File: config.mk
export PLATFORM = sky130hd
export DESIGN_NAME = motor_cmd_sched
export DESIGN_NICKNAME = d
export VERILOG_FILES = /design/src/rtl/motor_cmd_sched.sv
export SDC_FILE = /design/constraint.sdc
export NUM_CORES = 1
export LEC_CHECK = 0
export CAP_MARGIN = 25
export CORE_ASPECT_RATIO = 1.2
export CORE_MARGIN = 1.5
export CORE_UTILIZATION = 64
export DETAILED_ROUTE_END_ITERATION = 10
export PLACE_DENSITY = 0.95
export SETUP_SLACK_MARGIN = 0.02
export SLEW_MARGIN = 30
export SYNTH_ARGS = -nofsm -noshare
export SYNTH_HDL_FRONTEND = slang
export SYNTH_SLANG_ARGS = --single-unit
File: constraint.sdc
create_clock -name CLK -period 12.65 [get_ports CLK]
set_input_delay 1.265 -clock CLK [delete_from_list [all_inputs] [get_ports CLK]]
set_output_delay 1.265 -clock CLK [all_outputs]
set_load 0.01 [all_outputs]
File: src/rtl/motor_cmd_sched.sv
// Per-frame dual-motor command scheduler: arbitrates estop/obstacle/nav sources,
// slew-limits each motor level once per frame and inserts a neutral dwell before reversals.
module motor_cmd_sched #(
    parameter int unsigned FRAME_CYCLES   = 1200000,
    parameter int unsigned RAMP_STEP      = 1,
    parameter int unsigned HOLD_FRAMES    = 2,
    parameter int unsigned TIMEOUT_FRAMES = 25
) (
    input  logic       CLK,
    input  logic       RST_N,
    input  logic [4:0] NAV_CMD1,
    input  logic [4:0] NAV_CMD2,
    input  logic       NAV_VALID,
    output logic       NAV_ACK,
    input  logic [4:0] OBS_CMD1,
    input  logic [4:0] OBS_CMD2,
    input  logic       OBS_VALID,
    input  logic       ESTOP,
    output logic [4:0] MC1,
    output logic [4:0] MC2,
    output logic       FRAME_TICK,
    output logic [1:0] SRC,
    output logic       TIMEOUT
);

    localparam int unsigned CNT_W  = (FRAME_CYCLES > 2) ? $clog2(FRAME_CYCLES) : 1;
    localparam int unsigned HOLD_W = (HOLD_FRAMES > 0) ? $clog2(HOLD_FRAMES + 1) : 1;
    localparam int unsigned WD_W   = $clog2(TIMEOUT_FRAMES + 1);

    localparam logic [CNT_W-1:0]  CNT_LAST = CNT_W'(FRAME_CYCLES - 1);
    localparam logic [HOLD_W-1:0] HOLD_INIT = HOLD_W'(HOLD_FRAMES);
    localparam logic [WD_W-1:0]   WD_MAX   = WD_W'(TIMEOUT_FRAMES);
    localparam logic [WD_W-1:0]   WD_PRE   = WD_W'(TIMEOUT_FRAMES - 1);
    localparam logic [5:0]        STEP     = 6'(RAMP_STEP);
    localparam logic              HOLD_EN  = (HOLD_FRAMES > 0);

    localparam logic [1:0] SRC_NAV   = 2'b00;
    localparam logic [1:0] SRC_OBS   = 2'b01;
    localparam logic [1:0] SRC_ESTOP = 2'b10;

    localparam logic ST_RUN   = 1'b0;
    localparam logic ST_DWELL = 1'b1;

    localparam logic [4:0] MC_NEUTRAL = 5'b00001;

    // Command word to signed level: fwd p -> +(p+1), rev p -> -(p+1), else 0.
    function automatic logic signed [4:0] cmd_to_lvl(input logic [4:0] cmd);
        logic [4:0] mag;
        mag = {2'b00, cmd[4:2]} + 5'd1;
        case (cmd[1:0])
            2'b00:   return mag;
            2'b10:   return -mag;
            default: return 5'sd0;
        endcase
    endfunction

    // Signed level back to the pulse generator command word; -L-1 is ~L.
    function automatic logic [4:0] lvl_to_mc(input logic signed [4:0] lvl);
        if (lvl == 5'sd0)
            return MC_NEUTRAL;
        else if (!lvl[4])
            return {lvl[2:0] - 3'd1, 2'b00};
        else
            return {~lvl[2:0], 2'b10};
    endfunction

    // One slew step toward tgt, stopping at zero rather than crossing it.
    function automatic logic signed [4:0] ramp_next(input logic signed [4:0] lvl,
                                                    input logic signed [4:0] tgt);
        logic [5:0] diff;
        logic [5:0] mag;
        logic [5:0] stp;
        logic [5:0] nxt;
        diff = {tgt[4], tgt} - {lvl[4], lvl};
        mag  = diff[5] ? (6'd0 - diff) : diff;
        stp  = (mag < STEP) ? mag : STEP;
        nxt  = diff[5] ? ({lvl[4], lvl} - stp) : ({lvl[4], lvl} + stp);
        if (!lvl[4] && (lvl != 5'sd0) && nxt[5])
            nxt = 6'd0;
        else if (lvl[4] && !nxt[5] && (nxt != 6'd0))
            nxt = 6'd0;
        return nxt[4:0];
    endfunction

    logic [CNT_W-1:0]  cnt_q;
    logic [CNT_W-1:0]  cnt_d;
    logic              tick_q;
    logic [1:0]        src_q;
    logic              ack_q;
    logic [WD_W-1:0]   wd_q;
    logic              to_q;
    logic signed [4:0] nav_tgt_q [2];
    logic signed [4:0] obs_tgt_q [2];
    logic signed [4:0] tgt       [2];

    logic signed [4:0]  lvl_q  [2];
    logic signed [4:0]  lvl_d  [2];
    logic signed [4:0]  step_l [2];
    logic               st_q   [2];
    logic               st_d   [2];
    logic [HOLD_W-1:0]  dw_q   [2];
    logic [HOLD_W-1:0]  dw_d   [2];
    logic [4:0]         mc_q   [2];
    logic [4:0]         mc_d   [2];

    logic [4:0] nav_cmd [2];
    logic [4:0] obs_cmd [2];

    assign nav_cmd[0] = NAV_CMD1;
    assign nav_cmd[1] = NAV_CMD2;
    assign obs_cmd[0] = OBS_CMD1;
    assign obs_cmd[1] = OBS_CMD2;

    assign cnt_d = (cnt_q == CNT_LAST) ? '0 : cnt_q + 1'b1;

    // Frame timing, source select, target capture and nav watchdog.
    always_ff @(posedge CLK or negedge RST_N) begin
        if (!RST_N) begin
            cnt_q  <= '0;
            tick_q <= 1'b0;
            src_q  <= SRC_NAV;
            ack_q  <= 1'b0;
            wd_q   <= '0;
            to_q   <= 1'b0;
            for (int i = 0; i < 2; i++) begin
                nav_tgt_q[i] <= 5'sd0;
                obs_tgt_q[i] <= 5'sd0;
            end
        end else begin
            cnt_q  <= cnt_d;
            tick_q <= (cnt_d == CNT_LAST);
            ack_q  <= NAV_VALID;

            if (ESTOP)
                src_q <= SRC_ESTOP;
            else if (OBS_VALID)
                src_q <= SRC_OBS;
            else
                src_q <= SRC_NAV;

            if (OBS_VALID) begin
                for (int i = 0; i < 2; i++)
                    obs_tgt_q[i] <= cmd_to_lvl(obs_cmd[i]);
            end

            if (NAV_VALID) begin
                for (int i = 0; i < 2; i++)
                    nav_tgt_q[i] <= cmd_to_lvl(nav_cmd[i]);
                wd_q <= '0;
                to_q <= 1'b0;
            end else if (tick_q && (wd_q != WD_MAX)) begin
                wd_q <= wd_q + 1'b1;
                if (wd_q == WD_PRE) begin
                    for (int i = 0; i < 2; i++)
                        nav_tgt_q[i] <= 5'sd0;
                    to_q <= 1'b1;
                end
            end
        end
    end

    // Effective per-motor target from the registered source.
    always_comb begin
        for (int m = 0; m < 2; m++) begin
            tgt[m] = 5'sd0;
            case (src_q)
                SRC_NAV: tgt[m] = nav_tgt_q[m];
                SRC_OBS: tgt[m] = obs_tgt_q[m];
                default: tgt[m] = 5'sd0;
            endcase
        end
    end

    // Ramp/dwell next-state; estop overrides frame timing.
    always_comb begin
        for (int m = 0; m < 2; m++) begin
            lvl_d[m]  = lvl_q[m];
            st_d[m]   = st_q[m];
            dw_d[m]   = dw_q[m];
            step_l[m] = ramp_next(lvl_q[m], tgt[m]);

            if (ESTOP) begin
                lvl_d[m] = 5'sd0;
                st_d[m]  = ST_RUN;
                dw_d[m]  = '0;
            end else if (tick_q) begin
                case (st_q[m])
                    ST_RUN: begin
                        if (lvl_q[m] != tgt[m]) begin
                            lvl_d[m] = step_l[m];
                            if (HOLD_EN && (step_l[m] == 5'sd0) &&
                                (lvl_q[m] != 5'sd0) && (tgt[m] != 5'sd0)) begin
                                st_d[m] = ST_DWELL;
                                dw_d[m] = HOLD_INIT;
                            end
                        end
                    end
                    ST_DWELL: begin
                        lvl_d[m] = 5'sd0;
                        if (dw_q[m] == '0)
                            st_d[m] = ST_RUN;
                        else
                            dw_d[m] = dw_q[m] - 1'b1;
                    end
                    default: st_d[m] = ST_RUN;
                endcase
            end

            mc_d[m] = lvl_to_mc(lvl_d[m]);
        end
    end

    always_ff @(posedge CLK or negedge RST_N) begin
        if (!RST_N) begin
            for (int m = 0; m < 2; m++) begin
                lvl_q[m] <= 5'sd0;
                st_q[m]  <= ST_RUN;
                dw_q[m]  <= '0;
                mc_q[m]  <= MC_NEUTRAL;
            end
        end else begin
            for (int m = 0; m < 2; m++) begin
                lvl_q[m] <= lvl_d[m];
                st_q[m]  <= st_d[m];
                dw_q[m]  <= dw_d[m];
                mc_q[m]  <= mc_d[m];
            end
        end
    end

    assign MC1        = mc_q[0];
    assign MC2        = mc_q[1];
    assign FRAME_TICK = tick_q;
    assign SRC        = src_q;
    assign NAV_ACK    = ack_q;
    assign TIMEOUT    = to_q;

endmodule

Word level (Yosys, flattened, before mapping) --
Cells that the tools add are included.
Storage, ports and cells: output and inout port bits 15, input bits 25, flip-flop bits (word level) 77, logic and storage cells 166
Operators by class: reductions and logical operators 40, magnitude comparators 2, add/sub/neg operators 22, bitwise operators 4, multiplexer cells 63, equal/unequal tests 17
Operators by type and width (number):
- 5-bit 2-to-1 mux | 16
- 5-bit case mux with 2 select lines | 8
- 21-bit == test (second input constant) | 2
- 6-bit 2-to-1 mux | 6
- 10-bit 2-to-1 mux | 3
- 2-bit 2-to-1 mux | 11
- 21-bit by 1-bit adder with 21-bit output (second input constant) | 1
- 21-bit 2-to-1 mux | 1
- 5-bit logical NOT | 4
- 4-bit negation with 5-bit output | 4
- 5-bit nonzero test | 4
- 3-bit inequality test (second input constant) | 6
- 3-bit by 1-bit adder with 4-bit output (second input constant) | 4
- 2-bit logical NOT | 7
- 1-bit 2-to-1 mux | 14
- 1-bit logical AND | 13
- 6-bit adder | 2
- 6-bit by 1-bit less-than comparator with 1-bit output (second input constant) | 2
- 6-bit nonzero test | 2
- 1-bit by 6-bit subtractor with 6-bit output (first input constant) | 2
- 5-bit by 5-bit subtractor with 6-bit output | 2
- 6-bit subtractor | 2
- 5-bit inequality test | 2
- 2-bit == test (second input constant) | 4
- other kinds (14) | 26

Longest topological paths before layout --
Gate-level depths: netlist of run 1.
word-level depth 22, depth in mapped cells 29, gate-level depth less buffers 28

Least setup slack after synthesis of run 1 --
Ideal clock, no wire load.
path type register to register, start point register src_q[0], in the netlist SRC[0], end point register mc_q, in the netlist MC1[3], arrival 5.335 ns, required time 12.556 ns, setup time 0.094 ns, cell stages (with the launch flop) 30, buffers on the path 1, slack 7.221 ns, period minus slack after synthesis 5.429 ns, cells stage by stage dfrtp_1 buf_2 mux2i_1 or2_2 ha_1 fa_1 nand2b_1 a21oi_1 xor2_1 nand4_1 o31ai_1 nand3_1 nor2_1 inv_1 ha_1 mux2_2 inv_1 ha_1 nand2b_1 a21oi_1 o21ai_0 nand2b_1 xnor2_1 nor2_4 or3_1 a21oi_1 inv_1 ha_1 nor2b_1 a211oi_1
RTL lines:
- start, declared | RTL line 88 | logic [1:0] src_q;
- start signal, assigned | RTL line 121 | src_q <= SRC_NAV;
- start signal, assigned | RTL line 135 | src_q <= SRC_ESTOP;
- start signal, assigned | RTL line 137 | src_q <= SRC_OBS;
- end signal, assigned by index | RTL line 226 | mc_q[m] <= mc_d[m];
- end, declared | RTL line 103 | logic [4:0] mc_q [2];

==> flow_metrics.tcl, run 1 <==
set metrics [dict create \
    run_status "complete, but fails checks" \
    violations "design-rule violations" \
    synth.net_count 633 \
    fmax_mhz 167.6 \
    netlist_top_cells_area "dfrtp_1 37%, ha_1 9.3%, nor2_1 5.1%" \
    finalCriticalPeriod_ps 5966 \
    die_area_mm2 0.008576 \
    firstDrtPassIters 8 \
    grt_start_max_net_pins 78 \
    drive_above_1_share_pct 7.856 \
    dp.final_hpwl_mm 8.244 \
    setup_viol 0 \
    cts_setup_buffers 0 \
    critPathMaxStageDelay_ps 670 \
    synth_top_cells_by_count "75 x dfrtp_1, 70 x nor2_1, 46 x nand2_1, 40 x inv_1, 38 x ha_1" \
    worstPathMaxFanout 11 \
    synth_sequential_area_ratio_pct 37.55 \
    buffer_ports.inserted 39 \
    routed-via-count 4304 \
    syn_warnings 0 \
    tritoncts_num_sinks 77 \
    vdd.ir_drop.worst_v 0.00007668 \
    globalRoute.totalOverflow 0 \
    final_cell_area_mm2 0.005783 \
    grt_pass1_wl_mm 19.13 \
    fin_total_pwr_mw 0.5716 \
    synth_flop_cell "dfrtp_1" \
    gp_routability_congestion 0.8801 \
    critical_path.n_buffers_inverters 3 \
    finalClockSkew_ps 8.702 \
    insertion_delay_ps 360 \
    postCtsResizedCells 0 \
    layout.nets 673 \
    io_pins 40 \
    timing.setup.critical_path_class "reg -> reg" \
    timing.critical_path.required_ps 12910 \
    regArea_mm2 0.001929 \
    most_common_cell_on_crit_path "ha_1" \
    start_kind "flip-flop" \
    grt_pass1_vias 4344 \
    n_antenna_cell 0 \
    synthMostInstantiatedCell "dfrtp_1" \
    timing.final.max_slew_violations 0 \
    core.rowCount 35 \
    multi_input_combinational_cell_area_mm2 0.003017 \
    post-route-period-util_pct 47.16 \
    route.final.wire_length_mm 11.05 \
    netlist_area_mm2 0.005137 \
    critical_path_s_top_delay_family "simple AND/OR/NAND/NOR gates" \
    async_reset_ff_share_pct 100.0 \
    initial_drc_count 270 \
    worstSetupEndpointType "flip-flop" \
    hold_violations 0 \
    nFillCells 497 \
    synth_top_area_cell "dfrtp_1" \
    number_of_antenna_violations_at_the_first_check_in_global_routing 0 \
    netlist.area_leader.share_pct 36.53 \
    cts.htree.levels 3 \
    area_growth_pct 12.57 \
    netlist_instances 566 \
    initial_core_utilization_pct 66.28 \
    core_util_final_pct 74.61 \
    tightest_slew_ps 751.9 \
    cts_tree "yes" \
    fp.dieW_um 84.79 \
    drt-wirelength-per-cell_um 15.71 \
    cts.reportedPaths.clkPinSlew_ps 80 \
    maximum_capacitance_violations 0 \
    timing.slew.headroom_pct 49.71 \
    final.setup.tns_ps 0 \
    drc 2 \
    cts_hold_buffers 0 \
    final.hold.worst_slack_ps 480.8 \
    worst_ep_arrival_time_ps 6230 \
    placement.cell_area_mm2 0.005604 \
    drt-vias-per-instance 6.122 \
    power.density_mw_per_mm2 98.84 \
    drt.antenna.violating_nets 0 \
    clk_root_buffer_cell "clkbuf_8" \
    slowest_cell_on_the_critical_path "dfrtp_1" \
    die_h_um 101.1 \
    hold_path.class "reg -> reg" \
    cts_made_buffers 9 \
    post_synth_edffs 0 \
    globalRouteTotalUtil_pct 27.54 \
    synth-seq-cells 77 \
    clockBufferDepth 2 \
    netlist-cell-type-count 62 \
    grt_setup_unrepaired "false" \
    syn_area_per_cell_um2 9.077 \
    placeableCoreArea_mm2 0.007751 \
    p_leak_nw 2.577 \
]
==> report_power, final <==
part	leakage (nW)	internal, mW	switching (mW)
combinational	1.47	0.0644	0.0819
clock	0.0799	0.0721	0.0955
sequential	1.03	0.252	0.00519
total	2.58	0.389	0.183
==> layer usage <==
layer / share of wire, % / vias up / GRT usage (%)
met5: 0 / - / 0
met4: 2.3 / 0 / 9.332
met3: 5.1 / 31 / 5.379
met2: 52 / 141 / 49.17
met1: 41 / 2084 / 33.64
li1: - / 2048 / -
==> worst paths after layout <==
path                                     from                        to  slack (ps)  cells after the start
max                          SRC[0]$_DFF_PN0_          MC1[3]$_DFF_PN0_        6680                     28
min                        cnt_q[0]$_DFF_PN0_        cnt_q[0]$_DFF_PN0_         480                      1
max reg2reg                  SRC[0]$_DFF_PN0_          MC1[3]$_DFF_PN0_        6680                     28
min reg2reg                cnt_q[0]$_DFF_PN0_        cnt_q[0]$_DFF_PN0_         480                      1
max in group asynchronous               RST_N  obs_tgt_q[0]$_DFFE_PN0P_       11260                      1
min in group asynchronous               RST_N        cnt_q[0]$_DFF_PN0_         920                      1
==> placed cells by master (no fill, tap or decap), drive strengths merged, types with 6 or more instances in the layout <==
cell type / instances
nand4: 8
clkdlybuf4s50: 38
and3: 8
o22ai: 9
o21ai: 20
nor2: 71
ha: 38
o31ai: 6
xnor2: 21
a21oi: 29
nand3: 27
o21a: 6
clkbuf: 11
inv: 42
nand2b: 16
nor3: 12
nor4: 7
xor2: 26
or2: 7
nand2: 46
dfrtp: 75
mux2i: 11
nor2b: 10
==> flip-flops by register name, indices dropped and copies added (netlist names) <==
name,cells
MC1,5
nav_tgt_q,10
obs_tgt_q,10
lvl_q,10
FRAME_TICK,1
wd_q,5
TIMEOUT,1
cnt_q,21
MC2,5
dw_q,4
NAV_ACK,1
st_q,2
SRC,2
==> through the flow <==
step	worst slack (ps)	instances
3_3_place_gp	6986	687
5_1_grt	6183	703
6_report	6684	703
4_1_cts	6663	703
3_5_place_dp	6685	687
2_1_floorplan	7221	566
==> layout make-up <==
class	instances	area share (%)
Clock buffer	11	2.272
Multi-Input combinational cell	437	52.16
Clock inverter	5	0.6491
Inverter	41	2.661
Tap cell	92	1.990
Sequential cell	77	33.36
Timing Repair Buffer	40	6.902
==> cells by family (layout without fill, tap and decap cells) <==
family,Yosys count,count (layout),synth area share [%]
and+or+nand+nor,236,236,23.50
AOI/OAI and AO/OA,96,96,12.96
DFF,77,77,37.55
buffers and inverters,52,97,3.848
xor gates and xnor gates,47,47,8.159
adders and majority gates,42,42,10.81
muxes,15,15,3.093
other,1,1,0.07299
No activity file was read; power rests on OpenSTA's default activity.
==> run 2, diff against run 1 <==
--- a/config.mk
+++ b/config.mk
@@ -8,9 +8,9 @@
 export CAP_MARGIN = 25
 export CORE_ASPECT_RATIO = 1.2
 export CORE_MARGIN = 1.5
-export CORE_UTILIZATION = 64
+export CORE_UTILIZATION = 59
 export DETAILED_ROUTE_END_ITERATION = 10
-export PLACE_DENSITY = 0.95
+export PLACE_DENSITY = 0.92
 export SETUP_SLACK_MARGIN = 0.02
 export SLEW_MARGIN = 30
 export SYNTH_ARGS = -nofsm -noshare
==> constraint.sdc (replaced) <==
create_clock -name CLK -period 6.1 [get_ports CLK]
set_input_delay 0.61 -clock CLK [delete_from_list [all_inputs] [get_ports CLK]]
set_output_delay 0.61 -clock CLK [all_outputs]
set_load 0.01 [all_outputs]
==> flow_metrics.tcl, run 2 (same netlist as run 1, synthesis figures left out) <==
set metrics [dict create \
    post-route-worst-setup-slack_ps 275.7 \
    grt_setup_unrepaired "false" \
    max_flop_register "cnt_q" \
    area_growth_pct 14.76 \
    placeableCoreArea_mm2 0.008518 \
    gp_routability_congestion 0.9546 \
    buffer_ports.inserted 39 \
    fp.dieW_um 88.19 \
    globalRouteTotalUtil_pct 25.86 \
    post-route-period-util_pct 95.48 \
    tritoncts_num_sinks 77 \
    preCtsSetupSlack_ps 157.9 \
    grt_start_max_net_pins 78 \
    grt_pass1_wl_mm 19.24 \
    number_of_antenna_violations_at_the_first_check_in_global_routing 0 \
    cts_tree "yes" \
    hold_path.class "in -> async" \
    insertion_delay_ps 340 \
    worstSetupEndpointType "flip-flop" \
    routed-via-count 4289 \
    worst_ep_arrival_time_ps 6060 \
    cts.htree.levels 3 \
    layout.nets 675 \
    dp.final_hpwl_mm 8.308 \
    worstPathMaxFanout 7 \
    fin_cells 730 \
    maximum_capacitance_violations 0 \
    timing.critical_path.required_ps 6340 \
    core.rowCount 37 \
    initial_drc_count 313 \
    fin_total_pwr_mw 1.233 \
    tightest_slew_ps 671.4 \
    firstDrtPassIters 5 \
    drt.antenna.violating_nets 0 \
    p_leak_nw 2.614 \
    layout.cells.most_common_list "74 x dfrtp_1, 70 x nor2_1, 46 x nand2_1" \
    largest_register_ffs 21 \
    vdd.ir_drop.worst_v 0.0001282 \
    drive_above_1_share_pct 8.972 \
    fmax_mhz 171.7 \
    drt-vias-per-instance 5.875 \
    slowest_cell_on_the_critical_path "dfrtp_2" \
    grt_pass1_vias 4258 \
    drc 0 \
    cts_made_buffers 9 \
    finalClockSkew_ps 13.60 \
    timing.slew.headroom_pct 55.24 \
    die_h_um 105.2 \
    clk_root_buffer_cell "clkbuf_8" \
    critPathMaxStageDelay_ps 480 \
    core_util_final_pct 69.21 \
    power.density_mw_per_mm2 209.2 \
    timing.final.max_slew_violations 0 \
    final.setup.tns_ps 0 \
    initial_core_utilization_pct 60.31 \
    cts_setup_buffers 0 \
    n_antenna_cell 0 \
    mostFrequentLayoutCell "dfrtp_1" \
    most_common_cell_on_crit_path "ha_1" \
    die_area_mm2 0.009279 \
    drt-wirelength-per-cell_um 15.51 \
    cts_hold_buffers 0 \
    hold_violations 0 \
    globalRoute.totalOverflow 0 \
    timing.setup.critical_path_class "reg -> reg" \
    numPlacedInstances 714 \
    setup_viol 0 \
    start_kind "flip-flop" \
    run_status "completed" \
    clockBufferDepth 2 \
    io_pins 40 \
    route.final.wire_length_mm 11.32 \
    finalCriticalPeriod_ps 5824 \
    cts.reportedPaths.clkPinSlew_ps 80 \
]
## run 2: area by class of cell
| class | count | area, um^2 |
|---|---|---|
| clock buffers | 12 | 145.1 |
| inverters | 41 | 153.9 |
| multi-input cells | 437 | 3050 |
| clock inverters | 4 | 55.05 |
| well taps | 117 | 146.4 |
| flip-flops and latches | 77 | 1931 |
| repair buffers | 42 | 414.1 |
| fillers | 642 | 2623 |
## run 2: path summary, 6_finish.rpt
path	start	endpoint	slack, ps	cells after the start
min	RST_N	TIMEOUT$_DFFE_PN0P_	280	1
min reg2reg	cnt_q[0]$_DFF_PN0_	cnt_q[0]$_DFF_PN0_	490	1
max reg2reg	SRC[0]$_DFF_PN0_	MC1[3]$_DFF_PN0_	280	28
max	SRC[0]$_DFF_PN0_	MC1[3]$_DFF_PN0_	280	28
max in group asynchronous	RST_N	SRC[0]$_DFF_PN0_	5320	1
min in group CLK	cnt_q[0]$_DFF_PN0_	cnt_q[0]$_DFF_PN0_	490	1
## run 2: critical path, delay by kind of cell, from the launching register on
family	cells	cell delay, ps
compound gates	6	1000
xor+xnor	2	490
fa+ha+maj	5	1390
buf+inv	3	210
flops	1	480
mux	2	450
simple gates	10	1720
## run 2: through the flow
stage / hold slack [ps] / area [um^2]
6_report: 278.1 / 5896
3_5_place_dp: 473.3 / 5650
5_1_grt: 342.8 / 5896
3_3_place_gp: 460.3 / 5650
2_1_floorplan: 314.4 / 5137
4_1_cts: 425.6 / 5851
## run 2: what timing repair did
item	in CTS	in global routing
resized for setup	0	7
hold endpoints to repair	0	0
endpoints found under the setup margin	0	5
## run 2: report_power, final
group / leakage [nW] / switching [mW] / internal (mW)
Combinational: 1.49 / 0.179 / 0.138
Sequential: 1.03 / 0.00977 / 0.524
Clock: 0.0972 / 0.180 / 0.203
## run 2: metal layers
metal	global-route usage, %	vias to the layer above	part of all wire (%)
met3	4.072	31	3.7
li1	-	2053	-
met1	31.77	2088	41
met5	0	-	0
met4	8.259	0	2.1
met2	45.80	117	53
==> run 3, diff against run 2 <==
--- a/config.mk
+++ b/config.mk
@@ -10,6 +10,7 @@
 export CORE_MARGIN = 1.5
 export CORE_UTILIZATION = 59
 export DETAILED_ROUTE_END_ITERATION = 10
+export GPL_ROUTABILITY_DRIVEN = 0
 export PLACE_DENSITY = 0.92
 export SETUP_SLACK_MARGIN = 0.02
 export SLEW_MARGIN = 30
==> flow_metrics.tcl, run 3 (same netlist as run 1, synthesis figures left out) <==
set metrics [dict create \
    run_status "completed" \
    cts_made_buffers 9 \
    p_leak_nw 2.607 \
    timing.setup.critical_path_class "reg -> reg" \
    setup_viol 0 \
    drt-vias-per-instance 5.862 \
    drive_above_1_share_pct 9.106 \
    finalClockSkew_ps 12.50 \
    timing.critical_path.required_ps 6330 \
    placeableCoreArea_mm2 0.008518 \
    cts_tree "yes" \
    worstPathMaxFanout 5 \
    hold_path.class "in -> async" \
    initial_core_utilization_pct 60.31 \
    cts.htree.levels 3 \
    area_growth_pct 14.32 \
    timing.final.max_slew_violations 0 \
    groute.layer.met2.usage_pct 43.24 \
    dp.final_hpwl_mm 8.314 \
    grt_setup_unrepaired "false" \
    grt_pass1_vias 4341 \
    cts.reportedPaths.clkPinSlew_ps 90 \
    initial_drc_count 216 \
    n_antenna_cell 0 \
    post-route-period-util_pct 93.16 \
    post-route-worst-setup-slack_ps 417.5 \
    clockBufferDepth 2 \
    die_area_mm2 0.009279 \
    fin_total_pwr_mw 1.195 \
    tightest_slew_ps 656.7 \
    layout.cells.most_common_list "74 x dfrtp_1, 70 x nor2_1, 46 x nand2_1" \
    final.setup.tns_ps 0 \
    critPathMaxStageDelay_ps 470 \
    grt_pass1_wl_mm 18.74 \
    finalCriticalPeriod_ps 5682 \
    insertion_delay_ps 360 \
    slowest_cell_on_the_critical_path "or3b_2" \
    grt_start_max_net_pins 78 \
    route.final.wire_length_mm 10.93 \
    drc 0 \
    groute.layer.met3.usage_pct 5.638 \
    globalRoute.totalOverflow 0 \
    reg2regPathDepth 26 \
    drt.antenna.violating_nets 0 \
    fmax_mhz 176.0 \
    globalRoute.busiestLayer "met2" \
    routed-via-count 4291 \
    fp.dieW_um 88.19 \
    cts_hold_buffers 0 \
    io_pins 40 \
    globalRouteTotalUtil_pct 25.43 \
    buffer_ports.inserted 39 \
    timing.slew.headroom_pct 55.86 \
    die_h_um 105.2 \
    clk_root_buffer_cell "clkbuf_8" \
    grt_use_met1_pct 29.76 \
    critical_path.n_buffers_inverters 5 \
    max_flop_register "cnt_q" \
    vdd.ir_drop.worst_v 0.0001244 \
    tritoncts_num_sinks 77 \
    critical_path_s_top_delay_family "adder cells" \
    largest_register_ffs 21 \
    worst_ep_arrival_time_ps 5910 \
    preCtsSetupSlack_ps 153.7 \
    start_kind "flip-flop" \
    firstDrtPassIters 4 \
    critical_path_depth_in_cells 26 \
    mostFrequentLayoutCell "dfrtp_1" \
    power.density_mw_per_mm2 203.5 \
    maximum_capacitance_violations 0 \
    number_of_antenna_violations_at_the_first_check_in_global_routing 0 \
    core.rowCount 37 \
    worstSetupEndpointType "flip-flop" \
    drt-wirelength-per-cell_um 14.93 \
    layout.nets 677 \
    hold_violations 0 \
]
-- run 3: report_power, final --
group	total (mW)	switching, mW	internal [mW]
clock	0.351	0.190	0.161
combinational	0.311	0.173	0.137
sequential	0.533	0.00909	0.524
total	1.19	0.372	0.822
-- run 3: stage by stage --
step | utilization (%) | cell area [um^2] | hold WS, ps | cells
final | 68.95 | 5873 | 258.7 | 732
after global routing | 68.95 | 5873 | 315.1 | 732
after CTS | 68.42 | 5828 | 421.0 | 730
after detailed placement | 66.33 | 5650 | 461.5 | 714
after global placement | 66.33 | 5650 | 453.4 | 714
after floorplan | - | 5137 | 314.4 | 566
-- run 3: final timing paths --
kind | start | to | slack [ps]
max in group asynchronous | RST_N | SRC[0]$_DFF_PN0_ | 5340
worst min-delay path | RST_N | wd_q[2]$_DFFE_PN0P_ | 260
min in group CLK | cnt_q[0]$_DFF_PN0_ | cnt_q[0]$_DFF_PN0_ | 470
worst max-delay path | SRC[0]$_DFF_PN0_ | MC2[3]$_DFF_PN0_ | 420
worst min register to register | cnt_q[0]$_DFF_PN0_ | cnt_q[0]$_DFF_PN0_ | 470
worst max register to register | SRC[0]$_DFF_PN0_ | MC2[3]$_DFF_PN0_ | 420
-- run 3: worst reg2reg max path, stage by stage, from the launching register on --
cell and delay (ps):
dfrtp_2 430, buf_4 170, mux2i_1 120, or2_2 300, ha_1 220, inv_1 80
fa_1 420, inv_1 100, ha_1 170, o21a_1 130, nor3b_1 40, a41oi_1 250
inv_1 70, ha_1 270, nand2_1 90, fa_1 440, xor2_1 190, or3b_2 470
nor3_1 210, a21o_1 160, or3b_1 370, a21oi_2 200, inv_1 100, ha_1 290
nor2_1 50, a21oi_1 170, nor2_1 90
-- run 3: final cells by class --
cell class                 instances  area [um^2]
tap                              117        146.4
fill                             636         2645
multi-input combinational        437         3035
clock inverter                     4        32.53
clock buffer                      12        145.1
sequential                        77         1931
timing repair buffer              44        429.2
inverter                          41        153.9
-- run 3: per-layer routing --
layer	vias to the layer above	wire length, um
li1	2067	-
met1	2061	4295
met2	126	5744
met3	37	501
met4	0	385
met5	-	0
-- run 3: what timing repair did --
action                                  4_1_cts  5_1_grt
gates resized for setup                       0        4
endpoints found under the setup margin        0        7
buffers inserted                              0        2
